[config.mk]
export PLATFORM = sky130hd
export DESIGN_NAME = datamover_mm2s_reader
export DESIGN_NICKNAME = d
export VERILOG_FILES = /design/src/rtl/datamover_mm2s_reader.sv
export SDC_FILE = /design/constraint.sdc
export NUM_CORES = 1
export LEC_CHECK = 0
export CELL_PAD_IN_SITES_DETAIL_PLACEMENT = 2
export CELL_PAD_IN_SITES_GLOBAL_PLACEMENT = 2
export CORE_MARGIN = 1.5
export CORE_UTILIZATION = 27
export CTS_BUF_LIST = sky130_fd_sc_hd__clkbuf_4
export DETAILED_ROUTE_END_ITERATION = 16
export PLACE_DENSITY = 0.78
export SYNTH_ARGS = -nofsm -noshare
export SYNTH_HDL_FRONTEND = slang
export SYNTH_SLANG_ARGS = --single-unit
[constraint.sdc]
create_clock -name axi_aclk -period 16 [get_ports axi_aclk]
set_input_delay 4 -clock axi_aclk [delete_from_list [all_inputs] [get_ports axi_aclk]]
set_output_delay 4 -clock axi_aclk [all_outputs]
set_load 0.05 [all_outputs]
[src/rtl/datamover_mm2s_reader.sv]
// datamover_mm2s_reader: replays the DDR3 capture ring as an AXI-Stream via DataMover MM2S chunk commands
module datamover_mm2s_reader #(
   parameter logic [31:0] BUF_BASE = 32'h0000_0000,
   parameter logic [31:0] BUF_SIZE = 32'h0100_0000,
   parameter int BTT = 4096
) (
   input  logic         axi_aclk,
   input  logic         axi_aresetn,
   input  logic         enable,
   input  logic [31:0]  wr_count,
   output logic [31:0]  rd_count,
   output logic [71:0]  cmd_tdata,
   output logic         cmd_tvalid,
   input  logic         cmd_tready,
   input  logic [7:0]   sts_tdata,
   input  logic         sts_tvalid,
   output logic         sts_tready,
   input  logic [127:0] s_data_tdata,
   input  logic         s_data_tvalid,
   output logic         s_data_tready,
   input  logic         s_data_tlast,
   output logic [127:0] m_data_tdata,
   output logic         m_data_tvalid,
   input  logic         m_data_tready,
   output logic         m_data_tlast,
   output logic         busy,
   output logic         overrun,
   output logic         mm2s_err
);
   typedef enum logic [2:0] {IDLE, CMD, DATA, STS, HALT} state_t;
   localparam logic [31:0] BTT_W = 32'(BTT);
   localparam logic [17:0] LAST_BEAT = 18'(BTT / 16 - 1);
   state_t state, state_d;
   logic [3:0] tag;
   logic [17:0] beat;
   logic [127:0] sk_data;
   logic sk_last, sk_v;
   logic [31:0] avail;
   logic ovf, push, last, frame_bad, sts_ok;
   assign avail = wr_count - rd_count;
   assign ovf = avail > BUF_SIZE;
   assign last = beat == LAST_BEAT;
   assign s_data_tready = state == HALT || (state == DATA && !sk_v);
   assign push = s_data_tvalid && s_data_tready && state == DATA;
   assign frame_bad = s_data_tlast != last;
   assign sts_ok = sts_tdata[7] && sts_tdata[3:0] == tag;
   assign cmd_tvalid = state == CMD;
   assign sts_tready = state == STS || state == HALT;
   assign busy = state != IDLE;
   assign cmd_tdata = {4'h0, tag, BUF_BASE + (rd_count & (BUF_SIZE - 32'd1)),
                       1'b0, 1'b1, 6'h00, 1'b1, BTT_W[22:0]};
   always_comb begin
      state_d = state;
      case (state)
         IDLE: if (!ovf && enable && avail >= BTT_W && !mm2s_err) state_d = CMD;
         CMD: if (cmd_tready) state_d = DATA;
         DATA: if (push) state_d = frame_bad ? HALT : (last ? STS : DATA);
         STS: if (sts_tvalid) state_d = sts_ok ? IDLE : HALT;
         default: state_d = HALT;
      endcase
   end
   always_ff @(posedge axi_aclk) begin
      if (!axi_aresetn) begin
         state <= IDLE;
         rd_count <= '0;
         tag <= '0;
         beat <= '0;
         overrun <= 1'b0;
         mm2s_err <= 1'b0;
         sk_v <= 1'b0;
         sk_data <= '0;
         sk_last <= 1'b0;
         m_data_tvalid <= 1'b0;
         m_data_tdata <= '0;
         m_data_tlast <= 1'b0;
      end else begin
         state <= state_d;
         if (state == IDLE && ovf) begin
            overrun <= 1'b1;
            rd_count <= wr_count & ~(BTT_W - 32'd1);
         end
         if (state == CMD) beat <= '0;
         if (push) begin
            beat <= beat + 18'd1;
            if (frame_bad) mm2s_err <= 1'b1;
         end
         if (state == STS && sts_tvalid) begin
            if (sts_ok) begin
               rd_count <= rd_count + BTT_W;
               tag <= tag + 4'd1;
            end else mm2s_err <= 1'b1;
         end
         // output register is the head of the 2-entry buffer; the skid only fills when it stalls
         if (!m_data_tvalid || m_data_tready) begin
            m_data_tvalid <= sk_v || push;
            m_data_tdata <= sk_v ? sk_data : s_data_tdata;
            m_data_tlast <= sk_v ? sk_last : last;
            sk_v <= 1'b0;
         end else if (push) begin
            sk_v <= 1'b1;
            sk_data <= s_data_tdata;
            sk_last <= last;
         end
      end
   end
endmodule

# After elaboration in Yosys (flattened, before gate mapping)
# Index checks and enable logic that the tools add are counted.
# Widths: inputs -> output; s select.
dict set report word_totals {
  output_inout_bits 240
  register_bits 319
  wordCells 74
  input_bits 176
}
dict set report classes {
  n_reduce_logical 24
  n_mux 19
  order_cmp 2
  add_sub_neg 4
  n_eq_ne 11
  bitwise_logic 2
}
# operator count
set ops {}
lappend ops {{$mux 128} 1}
lappend ops {{$mux 32} 3}
lappend ops {{$mux 18} 2}
lappend ops {{$add 32x13->32 const B} 1}
lappend ops {{$ge 32x13->1 const B} 1}
lappend ops {{$gt 32x25->1 const B} 1}
lappend ops {{$sub 32x32->32} 1}
lappend ops {{$add 18x1->18 const B} 1}
lappend ops {{$eq 18x8->1 const B} 1}
lappend ops {{$mux 3} 6}
lappend ops {{$pmux 3 s4} 1}
lappend ops {{$logic_and 1x1->1} 9}
lappend ops {{$eq 3x2->1 const B} 2}
lappend ops {{$mux 1} 6}
lappend ops {{$ne 2x2->1 const B} 3}
lappend ops {{$add 4x1->4 const B} 1}
lappend ops {{$eq 4x4->1} 1}
lappend ops {{$logic_not 1->1} 4}
lappend ops {{$logic_or 1x1->1} 4}
lappend ops {{$reduce_and 2->1} 2}
lappend ops {{$reduce_and 4->1} 1}
lappend ops {{$eq 3x1->1 const B} 1}
lappend ops {{$eq 3x3->1 const B} 1}
lappend ops {{$logic_not 3->1} 1}
lappend ops {{other kinds (6)} 7}

# Logic depth before layout (Yosys ltp)
dict set report logic_depth {
  word_depth 8
  ltp_mapped 16
  mapped_depth_nobuf 14
}

# Worst setup path after synthesis
# Ideal clock, no wire load.
dict set report synth_path {
  kind {input to register}
  from {input port wr_count[0]}
  to {register rd_count[25]}
  path_stages 15
  setup_time_ns 0.122
  arrival_time_ns 7.651
  path_buffers 1
  setup_slack_ns 8.228
  required_ns 15.878
  cell_sequence {inv_1 ha_1 inv_1 fa_1 a21o_1 a221o_2 nand3_4 a211oi_4 or4_1 a2111o_1 or4_1 buf_6 o211a_4 or4b_1 o311a_1}
}
dict set report synth_between {
  elab_chain_len 6
}
# item line_no
set synth_rtl {}
lappend synth_rtl {{from (decl)} 10} ;# input logic [31:0] wr_count,
lappend synth_rtl {{$sub 32x32->32 *} 40} ;# assign avail = wr_count - rd_count;
lappend synth_rtl {{$gt 32x25->1 *} 41} ;# assign ovf = avail > BUF_SIZE;
lappend synth_rtl {{$logic_and 1x1->1 *} 78} ;# if (state == IDLE && ovf) begin
lappend synth_rtl {{$mux 32 *} 78}
lappend synth_rtl {{$mux 32} 88} ;# if (sts_ok) begin
lappend synth_rtl {{$mux 32 *} 87} ;# if (state == STS && sts_tvalid) begin
lappend synth_rtl {{to (signal assigned)} 80} ;# rd_count <= wr_count & ~(BTT_W - 32'd1);
lappend synth_rtl {{to (signal assigned)} 89} ;# rd_count <= rd_count + BTT_W;
lappend synth_rtl {{to (decl)} 11} ;# output logic [31:0] rd_count,
# Mark *: on every way between the ends. The rest lies on a longest branch, timed or not.
# A chain may end at the register's enable or synchronous reset.

# Worst setup path after layout
dict set report layout_path {
  from {input port wr_count[0]}
  to {register state[0]}
}
dict set report layout_between {
  elab_chain_len 8
  word_cells_on_any_way 9
  cone_classes {1 x add/sub; 2 x order compare; 1 x eq/ne; 5 x reduce/logical}
}
# item line_no
set layout_rtl {}
lappend layout_rtl {{$sub 32x32->32 *} 40}
lappend layout_rtl {{$gt 32x25->1} 41}
lappend layout_rtl {{$logic_not 1->1} 55} ;# IDLE: if (!ovf && enable && avail >= BTT_W && !mm2s_err) state_d = CMD;
lappend layout_rtl {{$logic_and 1x1->1} 55}
lappend layout_rtl {{$logic_and 1x1->1 * (2 in a row)} 55}
lappend layout_rtl {{$ne 2x2->1 (no line) *} --}
lappend layout_rtl {{$reduce_and 4->1 (no line) *} --}
lappend layout_rtl {{to (signal assigned)} 77} ;# state <= state_d;
lappend layout_rtl {{to (decl)} 33} ;# state_t state, state_d;
# Marks and branches as above.

==> flow_metrics.env <==
export IMPL_final_common_cell="nand2_1"
export IMPL_area_delta_synth_final_pct=32.99
export IMPL_critPathMaxStageDelay_ns=0.76
export IMPL_yosysSeqAreaShare=0.4159
export IMPL_seqPwrFrac=0.429
export IMPL_first_global_vias=16992
export IMPL_fp_row_count=87
export IMPL_power_total_uw=1940
export IMPL_vias=15402
export IMPL_nNetsFinal=2465
export IMPL_crit_required_ns=16.72
export IMPL_tightest_slew_ns=1.116
export IMPL_drv_slew=0
export IMPL_synthFlopType="dfxtp_1"
export IMPL_routedWlPerCell_um=20.12
export IMPL_ys_seq_elements=319
export IMPL_p_sw_frac=0.3190
export IMPL_wl_met3_um=3690
export IMPL_htree_levels=3
export IMPL_power_clock_fraction=0.389
export IMPL_io_pins=416
export IMPL_clock_path_buffers=3
export IMPL_dp_hpwl_um=42770
export IMPL_placedCellCount=2910
export IMPL_synth_edf_count=0
export IMPL_crit_top_cell="inv_1"
export IMPL_worstRegToRegCells=13
export IMPL_cp_cell_sequence="clkdlybuf4s50_1 > inv_1 > ha_1 > inv_1 > fa_1 > a21o_1 > a221o_2 > a41oi_1 > a21boi_0 > nor3_1 > o221ai_1 > or4_1 > o211ai_2 > nand2_1 > nor4_1"
export IMPL_routed_via_density=5.015
export IMPL_internal_power_uw=1321
export IMPL_finalNonFillerCells=3071
export IMPL_min_path_type="reg2reg"
export IMPL_setup_violations=0
export IMPL_routed_top_layer="met5"
export IMPL_clkLatencyLatePin_ns=0.85
export IMPL_grt_overflow_total=0
export IMPL_clkTransAtPathRegs_ns=0.06
export IMPL_met2_length_um=30020
export IMPL_power_density_nw_per_um2=94.99
export IMPL_postCtsSetupBuffers=0
export IMPL_wl_met1_um=25050
export IMPL_initialDrtViolationCount=458
export IMPL_ir_worst_vdd_mv=0.04105
export IMPL_initial_core_util=0.2728
export IMPL_die_area_um2=58310
export IMPL_core_area_um2=56280
export IMPL_cts_resized=0
export IMPL_gr_usage_all_layers=0.2068
export IMPL_die_y_um=241.5
export IMPL_p_leak_uw=0.007031
export IMPL_netSwitchingPower_uw=618.7
export IMPL_end_kind="flip-flop"
export IMPL_drcViolationCount=0
export IMPL_cts_sinks=319
export IMPL_die_width_um=241.5
export IMPL_slowest_stage="o211ai_2"
export IMPL_synth_cells=1922
export IMPL_cts_made_buffers=97
export IMPL_drt_pass1_iterations=4
export IMPL_rsz0062_at_grt="false"
export IMPL_io_buffers=368
export IMPL_cts_tree="built"
export IMPL_fill_cells=6444
export IMPL_fmax_mhz=115.2
export IMPL_seqCellArea_um2=6390
export IMPL_fin_crit_ns=8.678
export IMPL_synth_area_um2=15350
export IMPL_hold_viol_final=0
export IMPL_rrSetupSlack_ns=10.41
export IMPL_layout_drive_gt1_share=0.07783
export IMPL_hold_ws_ns=0.4522
export IMPL_synth_area_per_cell_um2=7.988
export IMPL_start_kind="primary input"
export IMPL_async_reset_ff_frac=0
export IMPL_tns_ns=0
export IMPL_antenna_found_initial=14
export IMPL_cts_root_buf="clkbuf_4"
export IMPL_crit_family="compound AO/OA/AOI/OAI gates"
export IMPL_max_cap_violations=0
export IMPL_ys_warn_count=0
export IMPL_path_class="in2reg"
export IMPL_synth_cell_types=75
export IMPL_fin_skew_ns=0.05598
export IMPL_outcome="complete, no violations"
export IMPL_p_comb_frac=0.183
export IMPL_hold_depth=2
export IMPL_multi_input_area_um2=8020
export IMPL_slew_headroom=0.2561
export IMPL_mostFrequentLayoutCells="453 x nand2_1, 368 x clkdlybuf4s50_1, 318 x dfxtp_1"
export IMPL_grt_max_degree=108
export IMPL_wl_um=61800
export IMPL_period_share=0.5424
export IMPL_worst_path_buf_inv=3
export IMPL_hold_buffers=0
export IMPL_ant_nets=0
export IMPL_arrival_ns=9.39
export IMPL_crit_cells=15
export IMPL_grt_pass1_wl_um=94200
export IMPL_path_max_fanout=17
export IMPL_place_congestion=0.8166
final cells by class:
cell class              instances  share of cell area
multi-input cells            1412              0.3928
flip-flops and latches        319              0.3129
repair buffers                381              0.1852
clock buffers                 135             0.04964
well taps                     756             0.04633
inverters                      42            0.007966
clock inverters                11            0.003309
diodes                         15            0.001838
flip-flops by register name, summed over array words and instances, names as in the netlist:
name / flops
rd_count: 32
sk_last: 1
overrun: 1
m_data_tdata: 128
m_data_tvalid: 1
tag: 4
sk_v: 1
sk_data: 128
mm2s_err: 1
beat: 18
m_data_tlast: 1
state: 3
routing by layer:
metal  vias to the layer above  track usage
li1                       7267            -
met3                       149      0.04695
met2                       413       0.3467
met1                      7571       0.2393
met5                         -            0
met4                         2       0.1271
kinds of logic (layout without fill, tap and decap cells):
group           after synthesis  in the layout  synth area share
compound gates              479            479            0.1812
xor+xnor                     17             17          0.009698
fa+ha+maj                    36             36           0.02983
buf+inv                     233            569           0.07424
flops                       319            319            0.4159
mux                         135            135           0.08801
other cells                   2             59         0.0004891
simple gates                701            701            0.2006
synthesized netlist by cell type, drive strengths merged, types with 11 or more instances:
master / count / area, um2
nor2: 55 / 206.5
a21o: 14 / 105.1
and3: 20 / 127.6
inv: 41 / 153.9
mux2i: 135 / 1351
ha: 35 / 437.9
o211ai: 14 / 110.1
a21oi: 193 / 965.9
o21ai: 169 / 849.6
a31oi: 14 / 87.58
buf: 79 / 561.8
or3: 15 / 93.84
o21a: 11 / 82.58
nand2: 455 / 1708
dfxtp: 319 / 6386
nand3: 44 / 232.7
nand4: 17 / 106.4
nor3: 36 / 180.2
clkbuf: 112 / 420.4
power by group through the flow:
stage / Sequential (uW) / Combinational (uW) / Clock, uW
2_1_floorplan: 918 / 148 / 0
3_3_place_gp: 847 / 346 / 0
3_5_place_dp: 849 / 353 / 0
4_1_cts: 831 / 355 / 795
5_1_grt: 834 / 378 / 833
6_report: 831 / 354 / 754
stage by stage:
stage          utilization  instance area (um2)  setup WS, ns
4_1_cts             0.3621                20380         7.444
2_1_floorplan            -                15510         8.228
5_1_grt             0.3628                20420         6.920
3_5_place_dp        0.3429                19300         6.525
3_3_place_gp        0.3429                19300         6.610
6_report            0.3628                20420         7.322
worst paths after layout:
check	to	start
setup / recovery	state[0]	wr_count[0]
hold / removal	m_data_tdata[27]	m_data_tdata[27]
setup reg to reg	state[0]	rd_count[0]
hold reg to reg	m_data_tdata[27]	m_data_tdata[27]
worst min-delay path, cell delays in order, from the launching register on:
cell	delay, ns
dfxtp_1	0.32
nand2_1	0.04
o21ai_0	0.05
(Power assumes the default switching activity.)
